[src/rtl/mealy_share_ctrl.sv]
// Round-robin arbiter that time-shares one serial Mealy detector.
// Each grant clears the detector, shifts a word MSB first, returns z bits.
module mealy_share_ctrl #(
  parameter int NREQ = 4,
  parameter int W    = 8
) (
  input  logic            clk,
  input  logic            reset,
  input  logic [NREQ-1:0] req,
  input  logic [NREQ*W-1:0] req_data,
  output logic [NREQ-1:0] gnt,
  output logic            busy,
  output logic            done,
  output logic [W-1:0]    result,
  output logic            det_clr,
  output logic            det_en,
  output logic            det_a,
  input  logic            det_z
);

  localparam int CW = $clog2(W + 1);
  localparam int PW = (NREQ > 1) ? $clog2(NREQ) : 1;

  typedef enum logic [1:0] {
    IDLE,
    CLR,
    SHIFT,
    DONE
  } state_t;

  state_t          state, state_n;
  logic [NREQ-1:0] gnt_n;
  logic            busy_n, done_n;
  logic [W-1:0]    result_n;
  logic            clr_n, en_n, a_n;
  logic [W-1:0]    shreg, shreg_n;
  logic [CW-1:0]   cnt, cnt_n;
  logic [PW-1:0]   ptr, ptr_n;
  logic [PW-1:0]   sel, sel_n;
  logic [PW-1:0]   pick, ix;
  logic            found;
  logic [W:0]      ext;

  assign ext = {result, det_z};

  // First requesting index at or after the pointer, wrapping.
  always_comb begin
    found = 1'b0;
    pick  = '0;
    ix    = '0;
    for (int k = 0; k < NREQ; k++) begin
      ix = PW'((int'(ptr) + k) % NREQ);
      if (!found && req[ix]) begin
        found = 1'b1;
        pick  = ix;
      end
    end
  end

  always_comb begin
    state_n  = state;
    gnt_n    = gnt;
    busy_n   = busy;
    done_n   = 1'b0;
    result_n = result;
    clr_n    = 1'b0;
    en_n     = det_en;
    a_n      = det_a;
    shreg_n  = shreg;
    cnt_n    = cnt;
    ptr_n    = ptr;
    sel_n    = sel;
    unique case (state)
      IDLE: begin
        if (found) begin
          state_n     = CLR;
          gnt_n       = '0;
          gnt_n[pick] = 1'b1;
          sel_n       = pick;
          shreg_n     = req_data[int'(pick)*W +: W];
          cnt_n       = '0;
          busy_n      = 1'b1;
          clr_n       = 1'b1;
        end
      end
      CLR: begin
        state_n = SHIFT;
        en_n    = 1'b1;
        a_n     = shreg[W-1];
        shreg_n = shreg << 1;
      end
      SHIFT: begin
        result_n = ext[W-1:0];
        cnt_n    = cnt + 1'b1;
        if (cnt == CW'(W - 1)) begin
          state_n = DONE;
          en_n    = 1'b0;
          a_n     = 1'b0;
          done_n  = 1'b1;
          ptr_n   = (sel == PW'(NREQ - 1)) ? '0 : sel + 1'b1;
        end else begin
          a_n     = shreg[W-1];
          shreg_n = shreg << 1;
        end
      end
      DONE: begin
        state_n = IDLE;
        gnt_n   = '0;
        busy_n  = 1'b0;
      end
    endcase
  end

  always_ff @(posedge clk or posedge reset) begin
    if (reset) begin
      state   <= IDLE;
      gnt     <= '0;
      busy    <= 1'b0;
      done    <= 1'b0;
      result  <= '0;
      det_clr <= 1'b0;
      det_en  <= 1'b0;
      det_a   <= 1'b0;
      shreg   <= '0;
      cnt     <= '0;
      ptr     <= '0;
      sel     <= '0;
    end else begin
      state   <= state_n;
      gnt     <= gnt_n;
      busy    <= busy_n;
      done    <= done_n;
      result  <= result_n;
      det_clr <= clr_n;
      det_en  <= en_n;
      det_a   <= a_n;
      shreg   <= shreg_n;
      cnt     <= cnt_n;
      ptr     <= ptr_n;
      sel     <= sel_n;
    end
  end

endmodule

[config.mk]
export PLATFORM = sky130hd
export DESIGN_NAME = mealy_share_ctrl
export DESIGN_NICKNAME = d
export VERILOG_FILES = /design/src/rtl/mealy_share_ctrl.sv
export SDC_FILE = /design/constraint.sdc
export NUM_CORES = 1
export LEC_CHECK = 0
export CORE_ASPECT_RATIO = 0.8
export CORE_MARGIN = 10
export CORE_UTILIZATION = 48
export DETAILED_ROUTE_END_ITERATION = 7
export GPL_TIMING_DRIVEN = 0
export PLACE_DENSITY = 0.79
export SLEW_MARGIN = 25
export SYNTH_ARGS = -nofsm -noshare
export SYNTH_HDL_FRONTEND = slang
export SYNTH_SLANG_ARGS = --single-unit
[constraint.sdc]
create_clock -name clk -period 2.6 [get_ports clk]
set_clock_uncertainty 0.1 [all_clocks]
set_input_delay 0.52 -clock clk [delete_from_list [all_inputs] [get_ports clk]]
set_output_delay 0.52 -clock clk [all_outputs]
set_load 0.02 [all_outputs]
==> flow_summary.ini, run 1 <==
[run_status]
status = complete, no violations

[drt]
drc = 0
first_iter_violations = 96
drtAntennaViolNets = 0
via_per_inst = 5.66
dr.pass1.iters = 4
num_vias = 1940
wirelength_microns = 5500
wl_per_cell_microns = 16.0

[global_routing]
grt_pass1_vias = 1921
antenna_found_initial = 0
grt_max_degree = 36
grt_usage = 0.151
grt_pass1_wl_microns = 9200
grt_overflow_total = 0

[hold_path]
min-delay-start = busy
holdPathEnd = busy
hold_class = reg2reg
holdPathStages = 2

[sta]
report.final.hold_viol_count = 0
tightest_slew_ns = 0.801
maxSlewHeadroom = 0.463
maxSlewViolCount = 0
rsz0062_at_grt = false
timing.final.crit_share = 0.912
setup_viol = 0
finalCriticalPeriod_ns = 2.37
fmax_mhz = 422

[synthesis]
synth_cells = 224
synth_area_sq_um = 2090
synth_edf_count = 0
synth_area_per_cell_sq_um = 9.33
async_reset_ff_frac = 1.00
ys_warn_count = 0
syn-num-nets = 269
synthFlopType = dfrtp_1
synth_seq_area_share = 0.419
ys_seq_elements = 35
ys_types = 42

[clocking]
tritoncts = yes
cts_num_sinks = 35
cts_buffers = 5
clk_path_buf_depth = 2
root_buffer = clkbuf_8
htree_levels = 2
hold_buffers = 0
cts.clk_slew.worst_paths_ns = 0.07
clock_latency_ns = 0.29

[setup_path]
rr_endpoint = shreg[2]
end_kind = register
regToRegSetupSlack_ns = 0.39
r2r_cells = 9
worstPathRequired_ns = 2.69
worstSetupStartpointType = primary input
crit_type = in2reg
r2r_start = state[0]
crit_arrival_ns = 2.46
crit_fanout = 10

[placement]
gp_congestion = 0.831
dpl.hpwl_microns = 4280
portBuffers = 54

[finish]
area_growth_pct = 33.7
post-route-util = 0.665
layout_common_cells = 54 x clkdlybuf4s50_1, 35 x dfrtp_1, 31 x nand2_1, 26 x o21ai_0, 17 x nand3_1
layout_commonest_cell = clkdlybuf4s50_1
nFillCells = 355
nets = 330
n_antenna_cell = 0
final_layout_size_suffix_gt1_frac = 0.112

[pwr]
powerDensity_nw_per_um2 = 1150
ir_drop_v = 0.000636
p_total_mw = 3.22
leakagePower_nw = 1.19

[floorplanning]
rows = 21
die_x_microns = 93.8
die_height_microns = 79.0
coreArea_sq_um = 4200
die-area_sq_um = 7410
pin_count = 56
initial_core_util = 0.497

[flow_run]
drv_cap = 0
-- worst max-delay path: stages --
cell,delay [ns]
clkdlybuf4s50_1,0.54
or4_4,0.59
o211a_4,0.28
buf_2,0.19
nor2_1,0.12
a41oi_1,0.05
a21boi_2,0.16
-- metrics by stage --
stage	instances	hold slack [ns]	instance area [sq um]	setup slack (ns)	TNS, ns
2_1_floorplan	224	0.354	2090	0.563	0
3_3_place_gp	335	0.360	2700	-0.240	-0.836
3_5_place_dp	335	0.372	2700	-0.242	-0.990
4_1_cts	343	0.388	2790	0.0623	0
5_1_grt	343	0.404	2800	0.0291	0
6_report	343	0.382	2800	0.228	0
-- Yosys cell counts, types with 6 or more instances --
library cell / count / share of area
dfrtp_1: 35 / 0.42
nand2_1: 31 / 0.056
o21ai_0: 26 / 0.062
nand3_1: 17 / 0.041
nor2_1: 11 / 0.020
inv_1: 9 / 0.016
a21o_1: 8 / 0.029
clkbuf_1: 8 / 0.014
mux2_2: 8 / 0.043
a21boi_2: 7 / 0.038
a41oi_1: 7 / 0.029
o211a_1: 7 / 0.034
a21oi_1: 6 / 0.014
ha_1: 6 / 0.036
-- per-layer routing --
layer  share of wire  vias up  global-route usage
met5               0        -                   0
met4           0.013        0              0.0530
met3            0.10        9              0.0648
met2            0.44       64               0.218
met1            0.45      916               0.197
li1                -      951                   -
-- cell families after synthesis --
kind of cell    synth area share
compound gates             0.293
fa+ha+maj                 0.0359
buf+inv                   0.0443
flops                      0.419
mux                       0.0527
simple gates               0.156
-- where the power goes --
group          switching [mW]  internal (mW)
Combinational            1.01          0.871
Clock                   0.206          0.187
Sequential              0.152          0.787
-- registers in the layout (all words and copies together) (netlist names) --
register	cells
ptr	2
state	2
result	8
busy	1
cnt	4
sel	2
det_en	1
gnt	4
done	1
shreg	8
det_a	1
det_clr	1
-- final cells by class --
cell class                 instances  area, sq um  share of cell area
clock buffer                       6         72.6              0.0260
multi-input combinational        168         1130               0.404
tap                               57         71.3              0.0255
buffer                            12         60.1              0.0215
sequential                        35          876               0.313
timing repair buffer              54          541               0.193
inverter                           9         33.8              0.0121
clock inverter                     2         12.5             0.00448
-- how the worst max path moves through the flow --
stage	startpoint	endpoint	cells past startpoint
after floorplan	req[3]	shreg[1]	7
after detailed placement	req[1]	shreg[0]	6
after global routing	req[2]	shreg[2]	7
after CTS	req[1]	shreg[0]	6
after global placement	req[1]	shreg[0]	6
final	req[1]	shreg[2]	7
-- timing repair --
item | CTS | global route
buffers inserted | 0 | 0
setup endpoints to repair | 0 | 1
resized for setup | 0 | 2
Power figures use the tool's default switching activity.
==> run 2: changes to the inputs <==
CORE_UTILIZATION = 50   (was 48)
CTS_BUF_LIST = sky130_fd_sc_hd__clkbuf_8   (was unset)
PLACE_DENSITY = 0.82   (was 0.79)
==> run 2 against run 1 <==
Against the previous run:
- utilization increased by 5.9 points
- via count up 3.5%
- register-to-register slack worse by 0.03 ns
- largest cell class unchanged
- largest power group unchanged
- highest routed layer unchanged
==> flow_summary.ini, run 2 (synthesis results as in run 1) <==
[clocking]
htree_levels = 2
cts_buffers = 5
cts_num_sinks = 35
post_cts_buffers = 0
clk_path_buf_depth = 2
tritoncts = yes
root_buffer = clkbuf_8
cts.clk_slew.worst_paths_ns = 0.07
clock_latency_ns = 0.28

[finish]
multiInputGateArea_sq_um = 1130
nets = 330
area_growth_pct = 35.1
final_layout_size_suffix_gt1_frac = 0.112
layout_commonest_cell = clkdlybuf4s50_1
regArea_sq_um = 876
stdcell_area_sq_um = 2820
post-route-util = 0.723
stdcell_count = 341
layout_common_cells = 54 x clkdlybuf4s50_1, 35 x dfrtp_1, 31 x nand2_1, 26 x o21ai_0, 17 x nand3_1
reg_top3 = result: 8 flops, shreg: 8 flops
nFillCells = 319
n_antenna_cell = 0

[floorplanning]
die-area_sq_um = 7180
initial_core_util = 0.536
pin_count = 56
coreArea_sq_um = 3900
die_x_microns = 92.3
die_height_microns = 77.8
rows = 20

[global_routing]
use_met3 = 0.0587
top_usage_layer = met2
grt_overflow_total = 0
grt_max_degree = 36
antenna_found_initial = 0
grt_pass1_vias = 1900
met1_usage = 0.216
grt_pass1_wl_microns = 9590
met2_usage = 0.230
grt_usage = 0.159

[placement]
dpl.hpwl_microns = 4190
pre_cts_ws_ns = -0.277
portBuffers = 54
gp_congestion = 0.858
dp_cells = 333
placed_cell_area_sq_um = 2700

[drt]
dr.pass1.iters = 4
via_per_inst = 5.89
wl_per_cell_microns = 16.8
first_iter_violations = 142
num_vias = 2008
wirelength_microns = 5740
drc = 0
drtAntennaViolNets = 0

[pwr]
swShare = 0.416
combPwrFrac = 0.567
p_int_mw = 1.96
leakagePower_nw = 1.20
power.switching_mw = 1.40
seq_power_share = 0.280
ir_drop_v = 0.000677
clkPwrFrac = 0.153
powerDensity_nw_per_um2 = 1190

[setup_path]
regToRegSetupSlack_ns = 0.36
worstPathRequired_ns = 2.71
timing.critical_path.buf_inv = 2
end_kind = register
max_stage_delay_ns = 0.59
cp_slowest_cell = clkdlybuf4s50_1
worstSetupStartpointType = primary input
rr_endpoint = shreg[1]
crit_type = in2reg
r2r_cells = 9
crit_path_cell_trace = clkdlybuf4s50_1 > mux2i_1 > o22ai_1 > clkbuf_1 > o21ai_0 > a41oi_1 > a21boi_2
path_delay_family = buffers and inverters
r2r_start = state[1]
crit_arrival_ns = 2.52
crit_fanout = 10

[hold_path]
holdPathEnd = busy
hold_class = reg2reg
min-delay-start = busy
holdPathStages = 2

[sta]
report.final.hold_viol_count = 0
rsz0062_at_grt = false
maxSlewViolCount = 0
fmax_mhz = 416
timing.final.crit_share = 0.925
maxSlewHeadroom = 0.446
timing.hold.ws_ns = 0.381
tightest_slew_ns = 0.825
setup_viol = 0
finalCriticalPeriod_ns = 2.40
setup_ws_ns = 0.195

[flow_run]
drv_cap = 0

[run_status]
status = complete, no violations
==> run 2: area by class of cell <==
cell class / instances / share of cell area
Clock buffer: 6 / 0.0292
Buffer: 12 / 0.0208
Inverter: 9 / 0.0120
Sequential cell: 35 / 0.310
Timing Repair Buffer: 54 / 0.191
Multi-Input combinational cell: 168 / 0.400
Tap cell: 55 / 0.0244
Clock inverter: 2 / 0.0124
==> run 2: layer usage <==
metal	part of all wire	routed length (microns)
met2	0.43	2480
met3	0.088	503
met4	0.013	74
met1	0.47	2690
met5	0	0
==> run 2: how the worst max path moves through the flow <==
stage / from / depth (start not counted) / slack [ns] / to
finish: req[2] / 7 / 0.20 / shreg[3]
global route: req[2] / 7 / 0.08 / shreg[3]
CTS: req[1] / 6 / 0.002 / shreg[0]
detailed placement: req[1] / 6 / -0.28 / shreg[0]
global placement: req[1] / 6 / -0.22 / shreg[0]
floorplan: req[3] / 7 / 0.56 / shreg[1]
==> run 2: repair_timing <==
item,in CTS,in global routing
endpoints found under the setup margin,0,4
hold buffers,0,0
gates resized for setup,0,1
==> run 2: per-stage QoR <==
step | TNS [ns] | power, mW
floorplan | 0 | 2.26
global placement | -0.726 | 2.81
detailed placement | -0.981 | 2.84
CTS | 0 | 3.37
global route | 0 | 3.65
finish | 0 | 3.37
==> run 2: power by group through the flow <==
stage | Combinational [mW] | Sequential [mW] | Clock (mW)
floorplan | 1.21 | 1.05 | 0
finish | 1.91 | 0.944 | 0.514
global route | 2.12 | 0.975 | 0.553
detailed placement | 1.89 | 0.949 | 0
global placement | 1.87 | 0.940 | 0
CTS | 1.91 | 0.945 | 0.520
==> run 2: worst reg2reg max path, cell delays in order (launching register included) <==
cell and delay, ns:
dfrtp_1 0.41, inv_1 0.11, ha_1 0.15, clkbuf_1 0.31, inv_1 0.21, o211a_4 0.32
buf_2 0.20, nor2_1 0.11, a41oi_1 0.05, a21boi_2 0.16
